### config.mk
export PLATFORM = sky130hd
export DESIGN_NAME = button_event_decoder
export DESIGN_NICKNAME = d
export VERILOG_FILES = /design/src/rtl/button_event_decoder.sv
export SDC_FILE = /design/constraint.sdc
export NUM_CORES = 1
export LEC_CHECK = 0
export ABC_CLOCK_PERIOD_IN_PS = 4510
export CORE_MARGIN = 4
export CORE_UTILIZATION = 55
export CTS_BUF_LIST = sky130_fd_sc_hd__clkbuf_4 sky130_fd_sc_hd__clkbuf_8
export DETAILED_ROUTE_END_ITERATION = 8
export GPL_ROUTABILITY_DRIVEN = 0
export PLACE_DENSITY = 0.76
export SYNTH_ARGS = -nofsm -noshare
export SYNTH_HDL_FRONTEND = slang
export SYNTH_SLANG_ARGS = --single-unit
### constraint.sdc
create_clock -name CLK -period 4.51 [get_ports CLK]
set_clock_uncertainty 0.05 [all_clocks]
set_input_delay 0.6765 -clock CLK [delete_from_list [all_inputs] [get_ports CLK]]
set_output_delay 0.6765 -clock CLK [all_outputs]
set_load 0.01 [all_outputs]
### src/rtl/button_event_decoder.sv
// rtl/button_event_decoder.sv - debounced button level to press/release/click/long/repeat event pulses
`timescale 1ns/1ps

module button_event_decoder #(
    parameter int ACTIVE_LOW  = 1,
    parameter int CNT_W       = 26,
    parameter int LONG_TIME   = 50_000_000,
    parameter int REPEAT_TIME = 10_000_000
) (
    input  logic       CLK,
    input  logic       RESET,
    input  logic       btn_level,
    input  logic       enable,
    output logic       press_pulse,
    output logic       release_pulse,
    output logic       short_click,
    output logic       long_pulse,
    output logic       repeat_pulse,
    output logic       held,
    output logic [7:0] press_count
);

    typedef enum logic [1:0] {
        WAIT_RELEASE,
        IDLE,
        PRESSED,
        LONG
    } state_t;

    // Terminal counts are compared against the pre-increment counter value.
    localparam logic [CNT_W-1:0] LONG_TC   = CNT_W'(LONG_TIME - 1);
    localparam logic [CNT_W-1:0] REPEAT_TC = CNT_W'((REPEAT_TIME == 0) ? 0 : REPEAT_TIME - 1);
    localparam bit               REPEAT_EN = (REPEAT_TIME != 0);
    localparam logic [CNT_W-1:0] CNT_ONE   = CNT_W'(1);

    logic pressed;

    state_t           state_q,         state_d;
    logic [CNT_W-1:0] counter_q,       counter_d;
    logic             press_q,         press_d;
    logic             release_q,       release_d;
    logic             short_q,         short_d;
    logic             long_q,          long_d;
    logic             repeat_q,        repeat_d;
    logic             held_q,          held_d;
    logic [7:0]       press_count_q,   press_count_d;

    assign pressed = (ACTIVE_LOW != 0) ? ~btn_level : btn_level;

    // State, counter and registered outputs; reset lands in WAIT_RELEASE so an
    // active-low debouncer output of 0 after reset is not mistaken for a press.
    always_ff @(posedge CLK or posedge RESET) begin
        if (RESET) begin
            state_q       <= WAIT_RELEASE;
            counter_q     <= '0;
            press_q       <= 1'b0;
            release_q     <= 1'b0;
            short_q       <= 1'b0;
            long_q        <= 1'b0;
            repeat_q      <= 1'b0;
            held_q        <= 1'b0;
            press_count_q <= 8'd0;
        end else begin
            state_q       <= state_d;
            counter_q     <= counter_d;
            press_q       <= press_d;
            release_q     <= release_d;
            short_q       <= short_d;
            long_q        <= long_d;
            repeat_q      <= repeat_d;
            held_q        <= held_d;
            press_count_q <= press_count_d;
        end
    end

    // Next-state and pulse decode; a release always beats a terminal count.
    always_comb begin
        state_d       = state_q;
        counter_d     = counter_q;
        press_d       = 1'b0;
        release_d     = 1'b0;
        short_d       = 1'b0;
        long_d        = 1'b0;
        repeat_d      = 1'b0;
        held_d        = held_q;
        press_count_d = press_count_q;

        if (!enable) begin
            state_d   = WAIT_RELEASE;
            counter_d = '0;
            held_d    = 1'b0;
        end else begin
            case (state_q)
                WAIT_RELEASE: begin
                    counter_d = '0;
                    held_d    = 1'b0;
                    if (!pressed) begin
                        state_d = IDLE;
                    end
                end
                IDLE: begin
                    counter_d = '0;
                    held_d    = 1'b0;
                    if (pressed) begin
                        press_d       = 1'b1;
                        press_count_d = press_count_q + 8'd1;
                        held_d        = 1'b1;
                        state_d       = PRESSED;
                    end
                end
                PRESSED: begin
                    counter_d = counter_q + CNT_ONE;
                    if (!pressed) begin
                        release_d = 1'b1;
                        short_d   = 1'b1;
                        held_d    = 1'b0;
                        counter_d = '0;
                        state_d   = IDLE;
                    end else if (counter_q == LONG_TC) begin
                        long_d    = 1'b1;
                        counter_d = '0;
                        state_d   = LONG;
                    end
                end
                LONG: begin
                    if (!pressed) begin
                        release_d = 1'b1;
                        held_d    = 1'b0;
                        counter_d = '0;
                        state_d   = IDLE;
                    end else if (REPEAT_EN) begin
                        counter_d = counter_q + CNT_ONE;
                        if (counter_q == REPEAT_TC) begin
                            repeat_d  = 1'b1;
                            counter_d = '0;
                        end
                    end else begin
                        counter_d = '0;
                    end
                end
                default: begin
                    state_d   = WAIT_RELEASE;
                    counter_d = '0;
                    held_d    = 1'b0;
                end
            endcase
        end
    end

    assign press_pulse   = press_q;
    assign release_pulse = release_q;
    assign short_click   = short_q;
    assign long_pulse    = long_q;
    assign repeat_pulse  = repeat_q;
    assign held          = held_q;
    assign press_count   = press_count_q;

endmodule

==> run summary, run 1 <==
The run finished with clean final reports. Fill cells in the final layout number 343. The effective utilization at floorplan came out at 0.569.

For the portion of the post-synthesis area used by sequential elements, the log shows 0.462. TritonCTS built the clock tree. Setup repair after global routing left no endpoint under its margin. Among all stages on the critical path, the largest delay is contributed by sky130_fd_sc_hd__a21bo_1. STA classifies the critical path startpoint as a flop. The number of antenna-violating nets in the routed design is 0.

The type of the tightest min-delay check is flop to flop. The startpoint identified for the worst register-to-register timing path is counter_q[16]$_DFF_PP0_. After clock tree synthesis, the clock-pin slew on the worst setup and hold paths is 0.07 ns.

Summing all non-filler instances in the final layout gives an area of 2530 um2. The synthesis-to-layout area growth is 11.1%, and the number of distinct library cells after synthesis is 45. After detailed placement, the total cell area comes to 2440 um2. The kind of cell adding the most delay to the critical path is simple AND/OR/NAND/NOR gates. Along the worst path, the maximum fanout reaches 26. The setup check on the worst reg-to-reg path leaves a slack of 1.79 ns.

The number of antenna violations at the first check in global routing is 0, and the number of nets in the synthesized netlist is 230. The number of gates resized after CTS was 0. Based on the critical path, the design can be clocked at up to 367 MHz.

After detailed routing, the average wire length per cell comes to 15.8 um. The hold buffer count at cts was 0; the net total in the final layout was 247. The die outline area came out at 5230 um2. Measured in cells, the most critical reg-to-reg path has a length of 4. The die is 72.3 um wide.

The logs give 4.58 ns for the required time at the endpoint of the critical path and 0.441 for the tightest slew margin relative to the limit. The synthesized design contains 42 register bits. For the global-route wire length before repair, the log shows 8240 um. The count of endpoints failing setup in the final report is 0.

The final antenna diode count came out at 0. The shortest period the worst path allows works out to 2.72 ns. The met2 usage in global routing was 0.332.

The sum of routed wire length over all layers was 4530 um. In this run, synthesis inferred 0 flip-flops with an integrated enable. The core box area was 4000 um2; the leakage power of the design was 0.997 nW. The met1 track utilization from global routing was 0.264. For the number of max-slew violations in the final report, the log shows 0. Summed over all nets, the half-perimeter wirelength after detailed placement is 3080 um. For the pin with the worst max-slew slack, the measured transition is 0.838 ns. In the routed layout, each cell is associated on average with a via count of 6.14. VDD sags by at most 0.245 mV.

The worst stage delay on the critical path is 0.74 ns. The end point of the critical path was counter_q[19]$_DFF_PP0_. After the first detailed-routing iteration, the DRC count stood at 118. Clock tree synthesis inserted a total of 5 buffers.

The final clock period utilization by the worst path came out at 0.604. The clock drives 42 sinks. Summed over all layers, the global routing overflow is 0. Max-cap violations in this run came to 0. The clock reaches the later pin of the worst-skew pair after 0.29 ns. Averaged over all synthesized cells, the footprint is 10.3 um2. Most used routing layer in global routing: met2. The count of unresolved DRC violations after routing is 0, and the final hold violation count is 0.

Yosys printed 0 warnings. In this run the core area contains 23 standard-cell rows. The root buffer cell is sky130_fd_sc_hd__clkbuf_8. 18 I/O pins were placed. The tools report the met3 demand-to-capacity share in global routing as 0.0429. The first detailed-routing pass took 4 iterations. The post-synthesis instance area was 2270 um2.

The H-tree generated during clock tree synthesis spans 2 levels. At the placement stage, the worst setup path has a slack of 1.76 ns. The post-layout utilization of the core was 0.632; the number of input and output port buffers inserted was 17. Buffers added to address setup during post-CTS repair amount to 0. By startpoint and endpoint, the worst setup path is classified as flop to flop. The run gives 1,756 as the total number of vias.

The tools report the launching instance or port of the critical path as counter_q[16]$_DFF_PP0_. The worst setup path is captured at a flop. The total power per unit cell area was 331 nW/um2; the number of cells produced by synthesis was 220. Walking the worst path, the cells encountered are or4_4 -> nor4_2 -> a21bo_1 -> a22oi_1.

The most used flip-flop cell after synthesis is sky130_fd_sc_hd__dfrtp_1. Once routing completed, OpenROAD measured the worst setup slack at 1.79 ns. The number of buffer and inverter stages on the critical path is 0, and the via count of the first global-routing pass is 1,791. The async set-reset flop share out of synthesis is 1.00, and the vertical extent of the die is 72.3 um.

The maximum count of clock buffers along a single path is 2, and the depth of the critical timing path with buffers and inverters included is 4. Summed over all failing endpoints, the final setup total negative slack is 0 ns. Entering global routing, the biggest net connects 43 pins. The endpoint of the worst-slack reg-to-reg timing path was counter_q[19]$_DFF_PP0_. The tools report the overall routing resource usage as 0.201. At the worst endpoint, the arrival time is 2.79 ns. The share of final-layout standard cells stronger than drive strength 1 is 0.0847.
## worst register-to-register path: cells and delay by family (launching register included)
family / cells / cell delay [ns]
AOI/OAI and AO/OA: 2 / 0.97
DFF: 1 / 0.44
and+or+nand+nor: 2 / 1.10
## final cells by class
type	count	area [um2]	share of cell area
Sequential cell	42	1050	0.416
Clock buffer	6	82.6	0.0327
Multi-Input combinational cell	163	1130	0.446
Timing Repair Buffer	18	178	0.0703
Tap cell	50	62.6	0.0248
Inverter	7	26.3	0.0104
## cell families after synthesis
family                   count (synthesis)  synth area share
AND/OR/NAND/NOR                         91             0.246
adder cells (fa/ha/maj)                  6            0.0330
XOR/XNOR                                18            0.0693
flip-flops                              42             0.462
AO/OA/AOI/OAI                           46             0.138
buffers and inverters                   15            0.0424
multiplexers                             2           0.00935
## cell usage after synthesis (3+ instances only)
library cell / n / share of area
sky130_fd_sc_hd__and3_1: 5 / 0.014
sky130_fd_sc_hd__or4_1: 4 / 0.013
sky130_fd_sc_hd__ha_1: 6 / 0.033
sky130_fd_sc_hd__nand4_1: 8 / 0.022
sky130_fd_sc_hd__o21ai_0: 8 / 0.018
sky130_fd_sc_hd__nor3_1: 6 / 0.013
sky130_fd_sc_hd__and4_1: 4 / 0.015
sky130_fd_sc_hd__nor2_1: 3 / 0.0050
sky130_fd_sc_hd__nand2_1: 18 / 0.030
sky130_fd_sc_hd__xnor2_1: 10 / 0.039
sky130_fd_sc_hd__inv_1: 7 / 0.012
sky130_fd_sc_hd__or4_4: 3 / 0.015
sky130_fd_sc_hd__nor4_1: 4 / 0.011
sky130_fd_sc_hd__or3_2: 4 / 0.013
sky130_fd_sc_hd__nand3_1: 16 / 0.035
sky130_fd_sc_hd__o31ai_1: 5 / 0.017
sky130_fd_sc_hd__dfrtp_1: 42 / 0.46
sky130_fd_sc_hd__a22oi_1: 12 / 0.040
sky130_fd_sc_hd__xor2_1: 8 / 0.031
sky130_fd_sc_hd__a21oi_1: 13 / 0.029
sky130_fd_sc_hd__or3_1: 5 / 0.014
## power breakdown
| part | internal, mW | switching [mW] |
|---|---|---|
| clock network | 0.118 | 0.120 |
| registers | 0.404 | 0.0310 |
| logic | 0.0806 | 0.0829 |
| total | 0.602 | 0.234 |
## registers in the layout (all words and copies together) (netlist names)
name / flops
counter_q: 26
press_count: 8
state_q: 2
held: 1
long_pulse: 1
press_pulse: 1
release_pulse: 1
repeat_pulse: 1
short_click: 1
## how the worst min path moves through the flow
| stage | from | to | slack (ns) | cells after the start |
|---|---|---|---|---|
| after floorplan | counter_q[0]$_DFF_PP0_ | counter_q[0]$_DFF_PP0_ | 0.41 | 1 |
| after global placement | press_count[7]$_DFFE_PP0P_ | press_count[7]$_DFFE_PP0P_ | 0.41 | 1 |
| after detailed placement | press_count[7]$_DFFE_PP0P_ | press_count[7]$_DFFE_PP0P_ | 0.43 | 1 |
| after CTS | press_count[7]$_DFFE_PP0P_ | press_count[7]$_DFFE_PP0P_ | 0.45 | 1 |
| after global routing | press_count[7]$_DFFE_PP0P_ | press_count[7]$_DFFE_PP0P_ | 0.46 | 1 |
| final | press_count[7]$_DFFE_PP0P_ | press_count[7]$_DFFE_PP0P_ | 0.44 | 1 |
## cells in the final DEF (no fill, tap or decap), types with 7 or more instances in the layout
master and n:
sky130_fd_sc_hd__a22oi_1 12, sky130_fd_sc_hd__a21oi_1 13, sky130_fd_sc_hd__clkdlybuf4s50_1 17, sky130_fd_sc_hd__inv_1 7, sky130_fd_sc_hd__xor2_1 8, sky130_fd_sc_hd__nand2_1 18
sky130_fd_sc_hd__nand4_1 8, sky130_fd_sc_hd__xnor2_1 10, sky130_fd_sc_hd__nand3_1 16, sky130_fd_sc_hd__o21ai_0 8, sky130_fd_sc_hd__dfrtp_1 42
## routing by layer
layer	vias to the layer above	routed length, um
met1	865	2090
met4	0	62
met3	7	170
met5	-	0
met2	25	2200
li1	859	-
## through the flow
step           hold WS, ns  total power [mW]  instances
2_1_floorplan        0.410             0.539        220
3_3_place_gp         0.411             0.599        280
3_5_place_dp         0.433             0.607        280
4_1_cts              0.447             0.844        286
5_1_grt              0.464             0.881        286
6_report             0.439             0.836        286
(Power assumes the default switching activity.)
==> run 2: changes to the inputs <==
- ABC_CLOCK_PERIOD_IN_PS: 4510 -> 2400
- CORE_UTILIZATION: 55 -> 54
- PLACE_DENSITY: 0.76 -> 0.78
- clock period: 4.51 -> 2.4 ns (I/O delays scaled with it)
==> run 2 against run 1 <==
Compared with the run above: count of clock-buffer cells in the layout rose by 1; setup slack got worse by 1.6 ns; die area rose by 1.6%; final cell count rose by 3.1%.
==> run summary, run 2 (synthesis gave the netlist of run 1 again) <==
The flow ran to the end, and the final reports show no timing, DRC or antenna violations. The total power per unit cell area was 645 nW/um2 (+95%). Max-capacitance violation count: 0 (unchanged).

The maximum net fanout on the critical path was 17 (-35%). The final clock period utilization by the worst path is 0.943 (+0.339), and the number of buffers created by CTS is 5 (unchanged). The cell area reported after detailed placement came out at 2510 um2 (+2.7%).

For the sum of routed wire length over all layers, the log shows 4470 um (-1.3%). The per-cell via count in the routed design was 5.93 (-3.4%). The tools report the accumulated negative setup slack as 0 ns (unchanged). The type of the tightest min-delay check was flop to flop.

The width of the die is 72.9 um (+0.82%). The buffer count from post-CTS setup fixing was 0 (unchanged); the average wire length per cell after detail routing was 15.1 um (-4.3%). The tools report the post-placement worst setup slack as 0.159 ns (-1.60 ns).

The count of cells along the worst hold path is 1 (unchanged), and the die outline area is 5310 um2 (+1.6%). The hold path endpoint was press_count[7]$_DFFE_PP0P_. The flop-to-flop setup slack came out at 0.14 ns (-1.65 ns).

The run gives 0.195 (-0.00637) as the overall routing resource usage. The tools report the total power of the final layout as 1.69 mW (+100%). The clock insertion delay at the later pin of the skew report is 0.29 ns (about the same).

The number of antenna violations at the first check in global routing is 0 (unchanged), and the synthesis-to-layout area growth is 15.3%. The shortest period the worst path allows works out to 2.26 ns (-0.462 ns). TritonCTS built the clock tree.

The number of placed cells counting well taps was 287 (+2.5%). The final hold violation count is 0 (unchanged), and the aggregate global routing overflow is 0 (unchanged). The final cell area excluding filler cells is 2620 um2 (+3.8%), and the worst ir drop on vdd is 0.527 mV (+110%).

In this run the critical register-to-register path is captured at counter_q[18]$_DFF_PP0_. The post-layout utilization of the core was 0.651 (+0.0194). The vertical extent of the die is 72.9 um (+0.82%), and the final antenna diode count is 0 (unchanged). The first-pass iteration count of the detailed router was 4 (unchanged). The tightest slew margin relative to the limit was 0.657 (+0.216). The required time at the endpoint of the critical path is 2.51 ns (-2.07 ns), and the global-route wire length before repair is 8060 um (-2.2%). The tools report the number of max-slew violations in the final report as 0 (unchanged). Leaving out fill and tap cells, the most frequent cells in the layout are sky130_fd_sc_hd__dfrtp_1 (42), sky130_fd_sc_hd__nand2_1 (18), sky130_fd_sc_hd__clkdlybuf4s50_1 (17).

The worst setup path is captured at a flop. Number of top-level pins: 18 (unchanged). The number of antenna-violating nets in the routed design was 0 (unchanged). The run gives 4030 um2 (+0.72%) as the core box area.

The signal arrival time at the worst endpoint was 2.37 ns (-0.42 ns); the row count was 23 (unchanged). The register with the most flip-flops in the final layout is counter_q. The logs give 295 (+3.1%) for the non-filler instance count after layout and 0 (unchanged) for the hold buffer count at cts. In this run the most critical hold path is launched from press_count[7]$_DFFE_PP0P_.

The run gives 1,774 (-0.95%) as the via count of the first global-routing pass. The leakage power of the design was 1.05 nW (+5.6%); the number of DRC markers in iteration 0 was 165 (+40%). The tools report the H-tree depth as 2 (unchanged). Pin count of the biggest net entering global routing: 43 (unchanged). The critical path is of the flop to flop type. The total number of vias is 1,750 (-0.34%), and the share of final-layout standard cells stronger than drive strength 1 is 0.118 (+0.0336). The transition at the pin with the smallest max-transition slack is 0.515 ns (-0.323 ns), and the logic depth of the worst register-to-register path is 5 (+1). The tools report the count of endpoints failing setup in the final report as 0 (unchanged). The logs give 0 (unchanged) for the count of unresolved DRC violations after routing and 0 (unchanged) for the number of instances resized during post-cts repair.

Setup repair after global routing left no endpoint under its margin. The clock transition time at the flip-flop clock pins of the worst setup and hold paths was 0.08 ns (about the same); the flip-flop count of the largest register after layout was 26 (unchanged). The worst setup slack after layout was 0.138 ns (-1.65 ns); the number of input and output port buffers inserted was 17 (unchanged).

The beginning of the worst register-to-register path was counter_q[16]$_DFF_PP0_. The logs give 42 (unchanged) for the total clock sinks and 2 (unchanged) for the maximum count of clock buffers along a single path. For the maximum achievable frequency, the log shows 442 MHz (+20%). The library cell used most frequently in the layout, excluding fill and tap cells, is sky130_fd_sc_hd__dfrtp_1.

The tools report the root buffer cell as sky130_fd_sc_hd__clkbuf_8. The effective utilization at floorplan was 0.565 (-0.00406). The run gives 254 (+2.8%) as the net total in the final layout.

STA classifies the critical path startpoint as a flop. The minimum hold slack was 0.431 ns (-0.00776 ns). The post-DP HPWL is 3130 um (+1.6%).
-- run 2: worst max path at each step --
stage	startpoint	to	slack, ns
after floorplan	counter_q[16]$_DFF_PP0_	counter_q[20]$_DFF_PP0_	0.24
after global placement	counter_q[16]$_DFF_PP0_	counter_q[19]$_DFF_PP0_	0.19
after detailed placement	counter_q[16]$_DFF_PP0_	counter_q[23]$_DFF_PP0_	0.16
after CTS	counter_q[16]$_DFF_PP0_	counter_q[18]$_DFF_PP0_	0.14
after global routing	counter_q[16]$_DFF_PP0_	counter_q[13]$_DFF_PP0_	0.05
final	counter_q[16]$_DFF_PP0_	counter_q[18]$_DFF_PP0_	0.14
-- run 2: metal layers --
| metal | global-route usage | vias up | part of all wire |
|---|---|---|---|
| li1 | - | 876 | - |
| met1 | 0.265 | 829 | 0.47 |
| met2 | 0.306 | 37 | 0.47 |
| met3 | 0.0441 | 8 | 0.046 |
| met4 | 0.0738 | 0 | 0.018 |
| met5 | 0 | - | 0 |
-- run 2: critical path: stages, from the launching register on --
cell and delay [ns]:
sky130_fd_sc_hd__dfrtp_1 0.43, sky130_fd_sc_hd__or4_4 0.56, sky130_fd_sc_hd__or4_4 0.57, sky130_fd_sc_hd__o21bai_4 0.15
sky130_fd_sc_hd__buf_4 0.25, sky130_fd_sc_hd__a22oi_1 0.12
-- run 2: layout make-up --
cell class | count | area (um2)
Clock inverter | 1 | 30.0
Fill cell | 336 | 1410
Multi-Input combinational cell | 163 | 1130
Inverter | 7 | 26.3
Clock buffer | 7 | 83.8
Timing Repair Buffer | 25 | 243
Tap cell | 50 | 62.6
Sequential cell | 42 | 1050
-- run 2: where the power goes --
group          internal (mW)  total [mW]  switching, mW
registers              0.758       0.818         0.0594
logic                  0.158       0.314          0.156
clock network          0.334       0.561          0.228
total                   1.25        1.69          0.443
